**config.mk**
```make
export PLATFORM = sky130hd
export DESIGN_NAME = cfi_policy_ctrl_flat
export DESIGN_NICKNAME = d
export VERILOG_FILES = /design/src/rtl/cfi_pkg.sv /design/src/rtl/cfi_policy_ctrl_if.sv /design/src/rtl/cfi_sat_counter.sv /design/src/rtl/cfi_policy_ctrl.sv /design/src/flat_wrapper.sv
export SDC_FILE = /design/constraint.sdc
export NUM_CORES = 1
export LEC_CHECK = 0
export BUFFER_PORTS_ARGS = -buffer_cell sky130_fd_sc_hd__clkbuf_2
export CORE_MARGIN = 1.5
export CORE_UTILIZATION = 50
export CTS_BUF_LIST = sky130_fd_sc_hd__clkbuf_8
export CTS_CLUSTER_DIAMETER = 30
export CTS_CLUSTER_SIZE = 25
export DETAILED_ROUTE_END_ITERATION = 7
export GPL_ROUTABILITY_DRIVEN = 0
export PLACE_DENSITY = 0.76
export RECOVER_POWER = 25
export SLEW_MARGIN = 15
export SYNTH_ARGS = -nofsm -noshare
export SYNTH_HDL_FRONTEND = slang
export SYNTH_SLANG_ARGS = --single-unit
```
**constraint.sdc**
```tcl
create_clock -name clk_i -period 4.6 [get_ports clk_i]
set_clock_uncertainty 0.2 [all_clocks]
set_input_delay 0.23 -clock clk_i [delete_from_list [all_inputs] [get_ports clk_i]]
set_output_delay 0.23 -clock clk_i [all_outputs]
set_load 0.005 [all_outputs]
```
**src/rtl/cfi_pkg.sv**
```systemverilog
`default_nettype none
// cfi_pkg: shared types and constants for the CFI policy controller.
package cfi_pkg;

  localparam int unsigned CFI_NR_VIOL = 2;

  typedef enum logic [1:0] {
    CFI_IDLE     = 2'd0,
    CFI_WAIT_ARM = 2'd1,
    CFI_ACTIVE   = 2'd2,
    CFI_TRAP     = 2'd3
  } cfi_state_e;

  localparam logic [1:0] CFI_CTRL   = 2'd0;
  localparam logic [1:0] CFI_STATUS = 2'd1;
  localparam logic [1:0] CFI_CNT    = 2'd2;
  localparam logic [1:0] CFI_THR    = 2'd3;

  localparam int unsigned CTRL_ENABLE   = 0;
  localparam int unsigned CTRL_HALT_EN  = 1;
  localparam int unsigned CTRL_IRQ_EN   = 2;
  localparam int unsigned CTRL_AUTO_ARM = 3;

endpackage
`default_nettype wire

```
**src/rtl/cfi_policy_ctrl_if.sv**
```systemverilog
`default_nettype none
// cfi_policy_ctrl_if: software configuration port (write strobe, address, data, read data).
interface cfi_policy_ctrl_if;
  logic        cfg_we_i;
  logic [1:0]  cfg_addr_i;
  logic [31:0] cfg_wdata_i;
  logic [31:0] cfg_rdata_o;

  modport master (output cfg_we_i, output cfg_addr_i, output cfg_wdata_i, input cfg_rdata_o);
  modport slave  (input cfg_we_i, input cfg_addr_i, input cfg_wdata_i, output cfg_rdata_o);
endinterface
`default_nettype wire

```
**src/rtl/cfi_sat_counter.sv**
```systemverilog
`default_nettype none
// cfi_sat_counter: saturating up-counter; a clear restarts from the same-cycle increment.
module cfi_sat_counter #(
  parameter int unsigned CNT_W = 16,
  parameter int unsigned ADD_W = 2
) (
  input  logic             clk_i,
  input  logic             rst_ni,
  input  logic             clr_i,
  input  logic [ADD_W-1:0] add_i,
  output logic [CNT_W-1:0] cnt_o,
  output logic [CNT_W-1:0] cnt_next_o
);

  logic [CNT_W-1:0] cnt_q, cnt_d;
  logic [CNT_W:0]   sum;

  always_comb begin
    sum = {1'b0, cnt_q} + (CNT_W+1)'(add_i);
    if (clr_i) begin
      cnt_d = CNT_W'(add_i);
    end else if (sum[CNT_W]) begin
      cnt_d = '1;
    end else begin
      cnt_d = sum[CNT_W-1:0];
    end
  end

  always_ff @(posedge clk_i or negedge rst_ni) begin
    if (!rst_ni) begin
      cnt_q <= '0;
    end else begin
      cnt_q <= cnt_d;
    end
  end

  assign cnt_o      = cnt_q;
  assign cnt_next_o = cnt_d;

endmodule
`default_nettype wire

```
**src/rtl/cfi_policy_ctrl.sv**
```systemverilog
`default_nettype none
// cfi_policy_ctrl: enable/arm sequencing, violation accounting and trap handshake
// for the CFI commit monitor, configured through a 4-register port.
module cfi_policy_ctrl
  import cfi_pkg::*;
#(
  parameter int unsigned CNT_W   = 16,
  parameter int unsigned NR_VIOL = CFI_NR_VIOL
) (
  input  logic               clk_i,
  input  logic               rst_ni,
  cfi_policy_ctrl_if.slave   cfg,
  input  logic               arm_marker_i,
  input  logic [NR_VIOL-1:0] viol_i,
  output logic               monitor_en_o,
  output logic               commit_stall_o,
  output logic               exc_req_o,
  input  logic               exc_ack_i,
  output logic               irq_o,
  output logic [1:0]         state_o
);

  localparam int unsigned ADD_W = $clog2(NR_VIOL + 1);

  cfi_state_e       state_q, state_d;
  logic [3:0]       ctrl_q, ctrl_d;
  logic             sticky_q, sticky_d;
  logic [NR_VIOL-1:0] cause_q, cause_d;
  logic             trapped_q, trapped_d;
  logic [CNT_W-1:0] thr_q, thr_d, thr_eff;
  logic [CNT_W-1:0] cnt_q, cnt_next;
  logic [NR_VIOL-1:0] viol_act;
  logic [ADD_W-1:0] viol_add;
  logic             monitor_en_q, stall_q, irq_q;
  logic             wr_ctrl, wr_status, wr_cnt, wr_thr, trap_ack;
  logic             unused_wdata;

  assign wr_ctrl   = cfg.cfg_we_i && (cfg.cfg_addr_i == CFI_CTRL);
  assign wr_status = cfg.cfg_we_i && (cfg.cfg_addr_i == CFI_STATUS);
  assign wr_cnt    = cfg.cfg_we_i && (cfg.cfg_addr_i == CFI_CNT);
  assign wr_thr    = cfg.cfg_we_i && (cfg.cfg_addr_i == CFI_THR);
  assign unused_wdata = ^cfg.cfg_wdata_i[31:CNT_W];

  // Violations only count while the monitor is actively checking.
  assign viol_act = (state_q == CFI_ACTIVE) ? viol_i : '0;

  always_comb begin
    viol_add = '0;
    for (int i = 0; i < int'(NR_VIOL); i++) begin
      viol_add = viol_add + ADD_W'(viol_act[i]);
    end
  end

  cfi_sat_counter #(
    .CNT_W (CNT_W),
    .ADD_W (ADD_W)
  ) u_viol_cnt (
    .clk_i      (clk_i),
    .rst_ni     (rst_ni),
    .clr_i      (wr_cnt),
    .add_i      (viol_add),
    .cnt_o      (cnt_q),
    .cnt_next_o (cnt_next)
  );

  assign thr_eff = (thr_q == '0) ? CNT_W'(1) : thr_q;

  always_comb begin
    state_d  = state_q;
    trap_ack = 1'b0;
    case (state_q)
      CFI_IDLE: begin
        if (ctrl_q[CTRL_ENABLE]) begin
          state_d = ctrl_q[CTRL_AUTO_ARM] ? CFI_WAIT_ARM : CFI_ACTIVE;
        end
      end
      CFI_WAIT_ARM: begin
        if (!ctrl_q[CTRL_ENABLE]) begin
          state_d = CFI_IDLE;
        end else if (arm_marker_i) begin
          state_d = CFI_ACTIVE;
        end
      end
      CFI_ACTIVE: begin
        if (!ctrl_q[CTRL_ENABLE]) begin
          state_d = CFI_IDLE;
        end else if (ctrl_q[CTRL_HALT_EN] && (|viol_act) && (cnt_next >= thr_eff)) begin
          state_d = CFI_TRAP;
        end
      end
      CFI_TRAP: begin
        if (exc_ack_i) begin
          trap_ack = 1'b1;
          state_d  = ctrl_q[CTRL_AUTO_ARM] ? CFI_WAIT_ARM : CFI_ACTIVE;
        end
      end
      default: state_d = CFI_IDLE;
    endcase
  end

  // STATUS is write-1-to-clear with hardware sets taking precedence.
  always_comb begin
    ctrl_d    = wr_ctrl ? cfg.cfg_wdata_i[3:0] : ctrl_q;
    thr_d     = wr_thr ? cfg.cfg_wdata_i[CNT_W-1:0] : thr_q;
    sticky_d  = (sticky_q & ~(wr_status & cfg.cfg_wdata_i[0])) | (|viol_act);
    cause_d   = (cause_q & ~({NR_VIOL{wr_status}} & cfg.cfg_wdata_i[NR_VIOL:1])) | viol_act;
    trapped_d = (trapped_q & ~(wr_status & cfg.cfg_wdata_i[NR_VIOL+1])) | trap_ack;
  end

  always_ff @(posedge clk_i or negedge rst_ni) begin
    if (!rst_ni) begin
      state_q      <= CFI_IDLE;
      ctrl_q       <= '0;
      thr_q        <= CNT_W'(1);
      sticky_q     <= 1'b0;
      cause_q      <= '0;
      trapped_q    <= 1'b0;
      monitor_en_q <= 1'b0;
      stall_q      <= 1'b0;
      irq_q        <= 1'b0;
    end else begin
      state_q      <= state_d;
      ctrl_q       <= ctrl_d;
      thr_q        <= thr_d;
      sticky_q     <= sticky_d;
      cause_q      <= cause_d;
      trapped_q    <= trapped_d;
      monitor_en_q <= (state_d == CFI_ACTIVE);
      stall_q      <= (state_d == CFI_TRAP);
      irq_q        <= ctrl_d[CTRL_IRQ_EN] & sticky_d;
    end
  end

  always_comb begin
    cfg.cfg_rdata_o = '0;
    case (cfg.cfg_addr_i)
      CFI_CTRL:   cfg.cfg_rdata_o = 32'(ctrl_q);
      CFI_STATUS: cfg.cfg_rdata_o = 32'({trapped_q, cause_q, sticky_q});
      CFI_CNT:    cfg.cfg_rdata_o = 32'(cnt_q);
      CFI_THR:    cfg.cfg_rdata_o = 32'(thr_q);
      default:    cfg.cfg_rdata_o = '0;
    endcase
  end

  assign monitor_en_o   = monitor_en_q;
  assign commit_stall_o = stall_q;
  assign exc_req_o      = stall_q;
  assign irq_o          = irq_q;
  assign state_o        = state_q;

endmodule
`default_nettype wire

```
**src/flat_wrapper.sv**
```systemverilog
// flat-port wrapper written by rule: the top's interface ports become plain ports
module cfi_policy_ctrl_flat import cfi_pkg::*;
#(
  parameter int unsigned CNT_W   = 16,
  parameter int unsigned NR_VIOL = CFI_NR_VIOL
)
  (clk_i, rst_ni, arm_marker_i, viol_i, monitor_en_o, commit_stall_o, exc_req_o, exc_ack_i, irq_o, state_o, cfg_cfg_we_i, cfg_cfg_addr_i, cfg_cfg_wdata_i, cfg_cfg_rdata_o);
  cfi_policy_ctrl_if cfg_i ();
  input  logic clk_i;
  input  logic rst_ni;
  input  logic arm_marker_i;
  input  logic [NR_VIOL-1:0] viol_i;
  output logic monitor_en_o;
  output logic commit_stall_o;
  output logic exc_req_o;
  input  logic exc_ack_i;
  output logic irq_o;
  output logic [1:0] state_o;
  input wire logic [$bits(cfg_i.cfg_we_i)-1:0] cfg_cfg_we_i;
  input wire logic [$bits(cfg_i.cfg_addr_i)-1:0] cfg_cfg_addr_i;
  input wire logic [$bits(cfg_i.cfg_wdata_i)-1:0] cfg_cfg_wdata_i;
  output wire logic [$bits(cfg_i.cfg_rdata_o)-1:0] cfg_cfg_rdata_o;
  assign cfg_i.cfg_we_i = cfg_cfg_we_i;
  assign cfg_i.cfg_addr_i = cfg_cfg_addr_i;
  assign cfg_i.cfg_wdata_i = cfg_cfg_wdata_i;
  assign cfg_cfg_rdata_o = cfg_i.cfg_rdata_o;
  cfi_policy_ctrl #(.CNT_W(CNT_W), .NR_VIOL(NR_VIOL)) u_core (.clk_i(clk_i), .rst_ni(rst_ni), .cfg(cfg_i), .arm_marker_i(arm_marker_i), .viol_i(viol_i), .monitor_en_o(monitor_en_o), .commit_stall_o(commit_stall_o), .exc_req_o(exc_req_o), .exc_ack_i(exc_ack_i), .irq_o(irq_o), .state_o(state_o));
endmodule
```
==> results of run 1 <==
==> synthesized netlist by cell type, types with 2 or more instances <==
library cell	n
o21a_1	4
and2_1	2
nand2_1	26
ha_1	19
nor2_1	9
a21oi_1	17
nor2b_1	13
nand2b_1	4
or3_1	3
or2_2	2
nor3_1	5
mux4_2	4
inv_1	15
mux2_2	20
nor4_1	3
xnor2_1	4
buf_4	18
clkbuf_1	3
a21boi_0	2
xor2_1	4
nor3b_1	7
and3_1	4
buf_2	2
mux2i_1	12
dfrtp_1	44
nand3_1	7
a211oi_1	5
a31oi_1	3
o21ai_0	7
o21ai_1	2
==> how the worst max path moves through the flow <==
stage / start / end / cells past startpoint
after floorplan: u_core.state_o[0]$_DFF_PN0_ / u_core.commit_stall_o$_DFF_PN0_ / 15
after global placement: u_core.state_o[0]$_DFF_PN0_ / u_core.commit_stall_o$_DFF_PN0_ / 15
after detailed placement: u_core.state_o[0]$_DFF_PN0_ / u_core.commit_stall_o$_DFF_PN0_ / 15
after CTS: u_core.state_o[0]$_DFF_PN0_ / u_core.commit_stall_o$_DFF_PN0_ / 15
after global routing: u_core.state_o[0]$_DFF_PN0_ / u_core.monitor_en_o$_DFF_PN0_ / 15
final: u_core.state_o[0]$_DFF_PN0_ / u_core.monitor_en_o$_DFF_PN0_ / 15
==> cell type report <==
type | instances | area [µm²]
Fill cell | 489 | 2140
Multi-Input combinational cell | 222 | 1660
Sequential cell | 45 | 1130
Timing Repair Buffer | 67 | 424
Clock buffer | 7 | 96.3
Tap cell | 72 | 90.1
Inverter | 15 | 56.3
Clock inverter | 1 | 8.76
==> cells in the final DEF, fill, tap and decap left out, types with 5 or more instances in the layout <==
master,synthesis,layout
nand3_1,7,7
conb_1,1,16
nor3_1,5,5
ha_1,19,19
nor3b_1,7,7
dfrtp_1,44,44
mux2_2,20,20
nor2b_1,13,13
nor2_1,9,9
inv_1,15,15
mux2i_1,12,12
dlygate4sd3_1,0,16
clkbuf_2,0,46
o21ai_0,7,7
nand2_1,26,26
clkbuf_8,0,7
a21oi_1,17,17
==> through the flow <==
stage               area (µm²)  TNS (ns)   util  power (mW)  std cells
finish                    3460         0  0.618        1.32        429
global placement          3200         0  0.570        1.01        405
detailed placement        3200         0  0.570        1.03        405
CTS                       3460         0  0.617        1.33        429
floorplan                 3010         0      -       0.888        307
global route              3460   -0.0103  0.618        1.42        429
==> sequential cells by signal (all words and copies together) (netlist names) <==
name	cells
u_core.commit_stall_o	1
u_core.sticky_q	1
u_core.ctrl_q	4
u_core.thr_q	16
u_core.u_viol_cnt.cnt_o	16
u_core.irq_o	1
u_core.trapped_q	1
u_core.cause_q	2
u_core.state_o	2
u_core.monitor_en_o	1
==> cell families (layout without fill, tap and decap cells) <==
logic type / count (synthesis) / in the layout / synth area share
XOR/XNOR: 8 / 8 / 0.0237
other: 1 / 16 / 0.00127
AND/OR/NAND/NOR: 94 / 94 / 0.177
adder cells (fa/ha/maj): 19 / 19 / 0.0805
multiplexers: 36 / 36 / 0.147
buffers and inverters: 40 / 90 / 0.0771
flip-flops: 45 / 45 / 0.382
AO/OA/AOI/OAI: 49 / 49 / 0.111
==> power groups by stage <==
| stage | logic [mW] | clock network [mW] | registers (mW) |
|---|---|---|---|
| global placement | 0.454 | 0 | 0.560 |
| CTS | 0.485 | 0.284 | 0.557 |
| detailed placement | 0.469 | 0 | 0.566 |
| finish | 0.484 | 0.279 | 0.558 |
| floorplan | 0.343 | 0 | 0.546 |
| global route | 0.543 | 0.306 | 0.572 |
==> metal layers <==
layer	wire [µm]	GRT usage	share of wire	vias to the layer above
li1	-	-	-	1138
met3	223	0.0274	0.034	10
met2	3270	0.364	0.50	53
met4	119	0.0672	0.018	0
met5	0	0	0	-
met1	2970	0.305	0.45	1174
==> timing repair <==
action | 4_1_cts | 5_1_grt
hold buffers | 16 | 0
hold endpoints to repair | 60 | 0
setup endpoints to repair | 0 | 3
resized for setup | 0 | 1
==> results.cfg, run 1 <==
[status]
status = finished, violations left
violations = capacitance limit, slew limit

[worst_setup_path]
crit-reg2reg-launch = u_core.state_o[0]$_DFF_PN0_
cp_cell_sequence = and2b_2 > nand2_1 > ha_1 > ha_1 > ha_1 > a41oi_4 > or4b_4 > nor2b_4 > o21a_1 > ha_1 > nand2b_1 > a2111oi_0 > o311ai_0 > a211oi_2 > o21a_1
cp_slowest_stage_delay_ns = 0.60
slowest_stage = or4b_4
endpoint_kind = flip-flop
path_buf_inv = 0
r2r_cells = 15
r2r-end = u_core.monitor_en_o$_DFF_PN0_
reg2reg_slack_ns = 0.26
crit_type = flip-flop to flip-flop
timing.critical_path.mode_cell = ha_1
worst_setup_path_start_kind = flip-flop
cp.arrival_ns = 4.39
crit_family = compound AO/OA/AOI/OAI gates
worstPathMaxFanout = 12
critPathRequiredTime_ns = 4.65

[drt]
drt-pass1-iter-count = 4
drtIter0Drc = 250
routed-via-count = 2375
drc_errors = 0
wire_per_inst_um = 15.4
vias_per_cell = 5.54
wirelength_um = 6590
postRouteAntennaNets = 0

[sta]
worst_slew_pin_slew_ns = 2.40
period_share = 0.944
final_hold_viol_count = 0
drv_slew = 46
finalSetupViolCount = 0
whs_ns = 0.0176
finalWorstSetupSlack_ns = 0.258
min_period_ns = 4.34
fmax_mhz = 230
slew_headroom = -0.597

[floorplanning]
core_area_um2 = 5610
io_pins = 79
initial_core_util = 0.527
core.rowCount = 27
die-area_um2 = 6380
fp.dieW_um = 79.9
dieHeight_um = 79.9

[pwr]
power.density_nw_per_um2 = 381
clockPowerShare = 0.211
pwr-share-seq = 0.422
ir_worst_vdd_uv = 179
power_leakage_nw = 1.65
p_sw_mw = 0.454
intPower_mw = 0.867
p_sw_frac = 0.344
power_frac_comb = 0.366

[grt]
grt_pass1_vias = 2189
antenna_found_initial = 0
overflow = 0
grt_pass1_wl_um = 10800
grtUsageTotal = 0.221
grt_max_degree = 46

[yosys]
yosys.area.top_type_share = 0.373
ys.flop_type = dfrtp_1
syn_avg_cell_area_um2 = 10.1
yosys.area.top_type = dfrtp_1
synth_seq_cells = 45
async_flop_share = 1.00
syn_area_um2 = 2950
synth_warnings = 0
ys_seq_area_frac = 0.382
syn_inst = 292
synthTopCellsByArea = dfrtp_1 (37%), ha_1 (8.0%), mux2_2 (7.6%)
synth-edff-count = 0
synth_cell_types = 52

[hold_path]
hp-class = input port to flip-flop
worstHoldStart = exc_ack_i
holdPathStages = 2
hold_end = u_core.trapped_q$_DFF_PN0_

[finish]
layout-drive-gt1-share = 0.258
insertedDiodeCount = 0
final_net_count = 416
areaGrowthSynthToFinish_pct = 17.2

[clock_tree]
ctsRootBufferMaster = clkbuf_8
clock_latency_ns = 0.30
cts_sinks = 45
post-cts-setup-buffer-count = 0
cts_inserted_buffers = 5
htree_levels = 2
path_clk_slew_ns = 0.09
clockBufferDepth = 2
cts_tree = yes

[placed_design]
dpl.hpwl_um = 4760
portBuffers = 46
pre_cts_ws_ns = 0.280

[flow_run]
cap_violations = 1
Power figures use the tool's default switching activity.
==> inputs of run 2 (changes only) <==
--- a/config.mk
+++ b/config.mk
@@ -5,6 +5,7 @@
 export SDC_FILE = /design/constraint.sdc
 export NUM_CORES = 1
 export LEC_CHECK = 0
+export ABC_AREA = 1
 export BUFFER_PORTS_ARGS = -buffer_cell sky130_fd_sc_hd__clkbuf_2
 export CORE_MARGIN = 1.5
 export CORE_UTILIZATION = 50
==> run 2 against run 1 <==
  * The run still ends with capacitance limit, slew limit left
  * Worst setup slack gained 0.36 ns
  * Sequential cell count stayed put
  * Sequential share of layout area fell by 0.67 points
  * Largest power group unchanged
==> results.cfg, run 2 <==
[clock_tree]
post-cts-setup-buffer-count = 0
clock_latency_ns = 0.30
ctsRootBufferMaster = clkbuf_8
clockBufferDepth = 2
cts_tree = yes
htree_levels = 2
cts_sinks = 45
hold_buffers = 14
path_clk_slew_ns = 0.09
cts_inserted_buffers = 5
ctsResizeCount = 0

[yosys]
syn_inst = 409
synth_seq_cells = 45
ys_seq_area_frac = 0.368
synth-edff-count = 0
yosys.area.top_type_share = 0.359
yosysMostFrequentCell = nand2_1
synth_warnings = 0
synth_cell_types = 36
synthTopCellsByArea = dfrtp_1 (36%), nand2_1 (11%), inv_1 (8.9%)
ys.flop_type = dfrtp_1
yosys.area.top_type = dfrtp_1
async_flop_share = 1.00
syn_area_um2 = 3070
yosys-top-cells-count = nand2_1 (88), inv_1 (73), dfrtp_1 (44)
syn_avg_cell_area_um2 = 7.49

[floorplanning]
fp.dieW_um = 81.3
die-area_um2 = 6610
core.rowCount = 28
core_area_um2 = 5920
initial_core_util = 0.518
dieHeight_um = 81.3
io_pins = 79

[drt]
wire_per_inst_um = 13.4
drc_errors = 0
vias_per_cell = 5.21
routed-via-count = 2834
drt-pass1-iter-count = 5
drtIter0Drc = 152
postRouteAntennaNets = 0
wirelength_um = 7270

[pwr]
ir_worst_vdd_uv = 267
power.density_nw_per_um2 = 372
power_leakage_nw = 1.93
fin_total_pwr_mw = 1.32

[sta]
finalSetupViolCount = 0
worst_slew_pin_slew_ns = 2.37
finalWorstSetupSlack_ns = 0.622
slew_headroom = -0.577
period_share = 0.865
min_period_ns = 3.98
fmax_mhz = 251
final_hold_viol_count = 0
setup_tns_ns = 0
rsz0062_at_grt = false
drv_slew = 46

[finish]
final_area_um2 = 3540
final_cell_mix = nand2_1 (88), inv_1 (73), clkbuf_2 (45), dfrtp_1 (44), nor2_1 (35)
final_common_cell = nand2_1
insertedDiodeCount = 0
final_net_count = 528
layout-drive-gt1-share = 0.143
areaGrowthSynthToFinish_pct = 15.3
final_util = 0.597

[worst_setup_path]
reg2reg_slack_ns = 0.62
critPathRequiredTime_ns = 4.59
crit_start = u_core.state_o[1]$_DFF_PN0_
critPathCapture = u_core.monitor_en_o$_DFF_PN0_
endpoint_kind = flip-flop
r2r_cells = 22
worst_setup_path_start_kind = flip-flop
crit_type = flip-flop to flip-flop
r2r-end = u_core.monitor_en_o$_DFF_PN0_
crit-reg2reg-launch = u_core.state_o[1]$_DFF_PN0_
cp.arrival_ns = 3.97
worstPathMaxFanout = 14

[grt]
grt_pass1_vias = 2587
antenna_found_initial = 0
busiest_layer = met2
met1_usage = 0.330
met3_usage = 0.0371
grt_pass1_wl_um = 11900
grtUsageTotal = 0.237
grt_max_degree = 46
grt_util_met2 = 0.379
overflow = 0

[placed_design]
pre_cts_ws_ns = 0.849
placed_area_um2 = 3290
dpl.hpwl_um = 5560
portBuffers = 46

[status]
violations = capacitance limit, slew limit
status = finished, violations left

[flow_run]
cap_violations = 1

[hold_path]
hp-class = input port to flip-flop
[run 2: changes by cell type in the layout (fill, tap and decap cells not counted), moves of 6 or more]
cell,previous run,this run
inv_1,15,73
o22ai_1,0,11
mux2i_1,12,0
a21oi_1,17,30
o21ai_0,7,21
mux2_2,20,0
nand2_1,26,88
nor3b_1,7,1
nand3_1,7,19
nor2b_1,13,0
nor2_1,9,35
[run 2: worst min path at each step]
stage	from	to	slack, ns	depth (start not counted)
final	cfg_cfg_wdata_i[1]	u_core.thr_q[1]$_DFFE_PN0P_	0.004	3
after global routing	viol_i[1]	u_core.cause_q[1]$_DFF_PN0_	0.01	3
after CTS	cfg_cfg_wdata_i[2]	u_core.ctrl_q[2]$_DFF_PN0_	0.004	3
after detailed placement	rst_ni	u_core.ctrl_q[0]$_DFFE_PN0P_	0.15	2
after global placement	rst_ni	u_core.irq_o$_DFF_PN0_	0.15	2
after floorplan	rst_ni	u_core.cause_q[0]$_DFF_PN0_	-0.27	0
[run 2: critical path, stage by stage (launching register included)]
cell	delay [ns]
dfrtp_1	0.48
inv_2	0.06
nor2_1	0.29
nand2_1	0.14
ha_1	0.36
ha_1	0.24
ha_1	0.18
inv_1	0.09
nand2_4	0.08
nand3_4	0.10
nor2_4	0.05
nand3_4	0.16
nand3_1	0.10
nand2_1	0.07
inv_1	0.07
ha_1	0.32
nand4_1	0.09
nor3_1	0.30
nand3_1	0.12
nand3_1	0.11
nand2_1	0.07
nand3b_1	0.13
nor2_1	0.05
[run 2: area by class of cell]
type	count	area, µm²
Sequential cell	45	1130
Clock inverter	2	37.5
Tap cell	75	93.8
Fill cell	528	2380
Timing Repair Buffer	61	373
Inverter	74	278
Multi-Input combinational cell	281	1540
Clock buffer	6	82.6
[run 2: stage by stage]
stage | hold slack, ns | cells
6_report | 0.00430 | 544
5_1_grt | 0.0117 | 544
4_1_cts | 0.00394 | 544
3_5_place_dp | 0.147 | 522
3_3_place_gp | 0.149 | 522
2_1_floorplan | -0.266 | 424
[run 2: cell families after synthesis]
kind of cell,Yosys count,share of synthesized area
buffers and inverters,98,0.144
AOI/OAI and AO/OA,70,0.128
xor gates and xnor gates,6,0.0171
and+or+nand+nor,170,0.264
DFF,45,0.368
adders and majority gates,19,0.0776
other,1,0.00122
[run 2: routing by layer]
metal | part of all wire | vias up
met5 | 0 | -
met4 | 0.019 | 0
met3 | 0.053 | 15
met2 | 0.48 | 97
met1 | 0.45 | 1316
li1 | - | 1406
[run 2: report_power, final]
part | switching, mW | total [mW] | internal (mW) | leakage, nW
clock network | 0.141 | 0.318 | 0.177 | 0.0574
registers | 0.0693 | 0.545 | 0.475 | 0.549
logic | 0.272 | 0.454 | 0.182 | 1.33
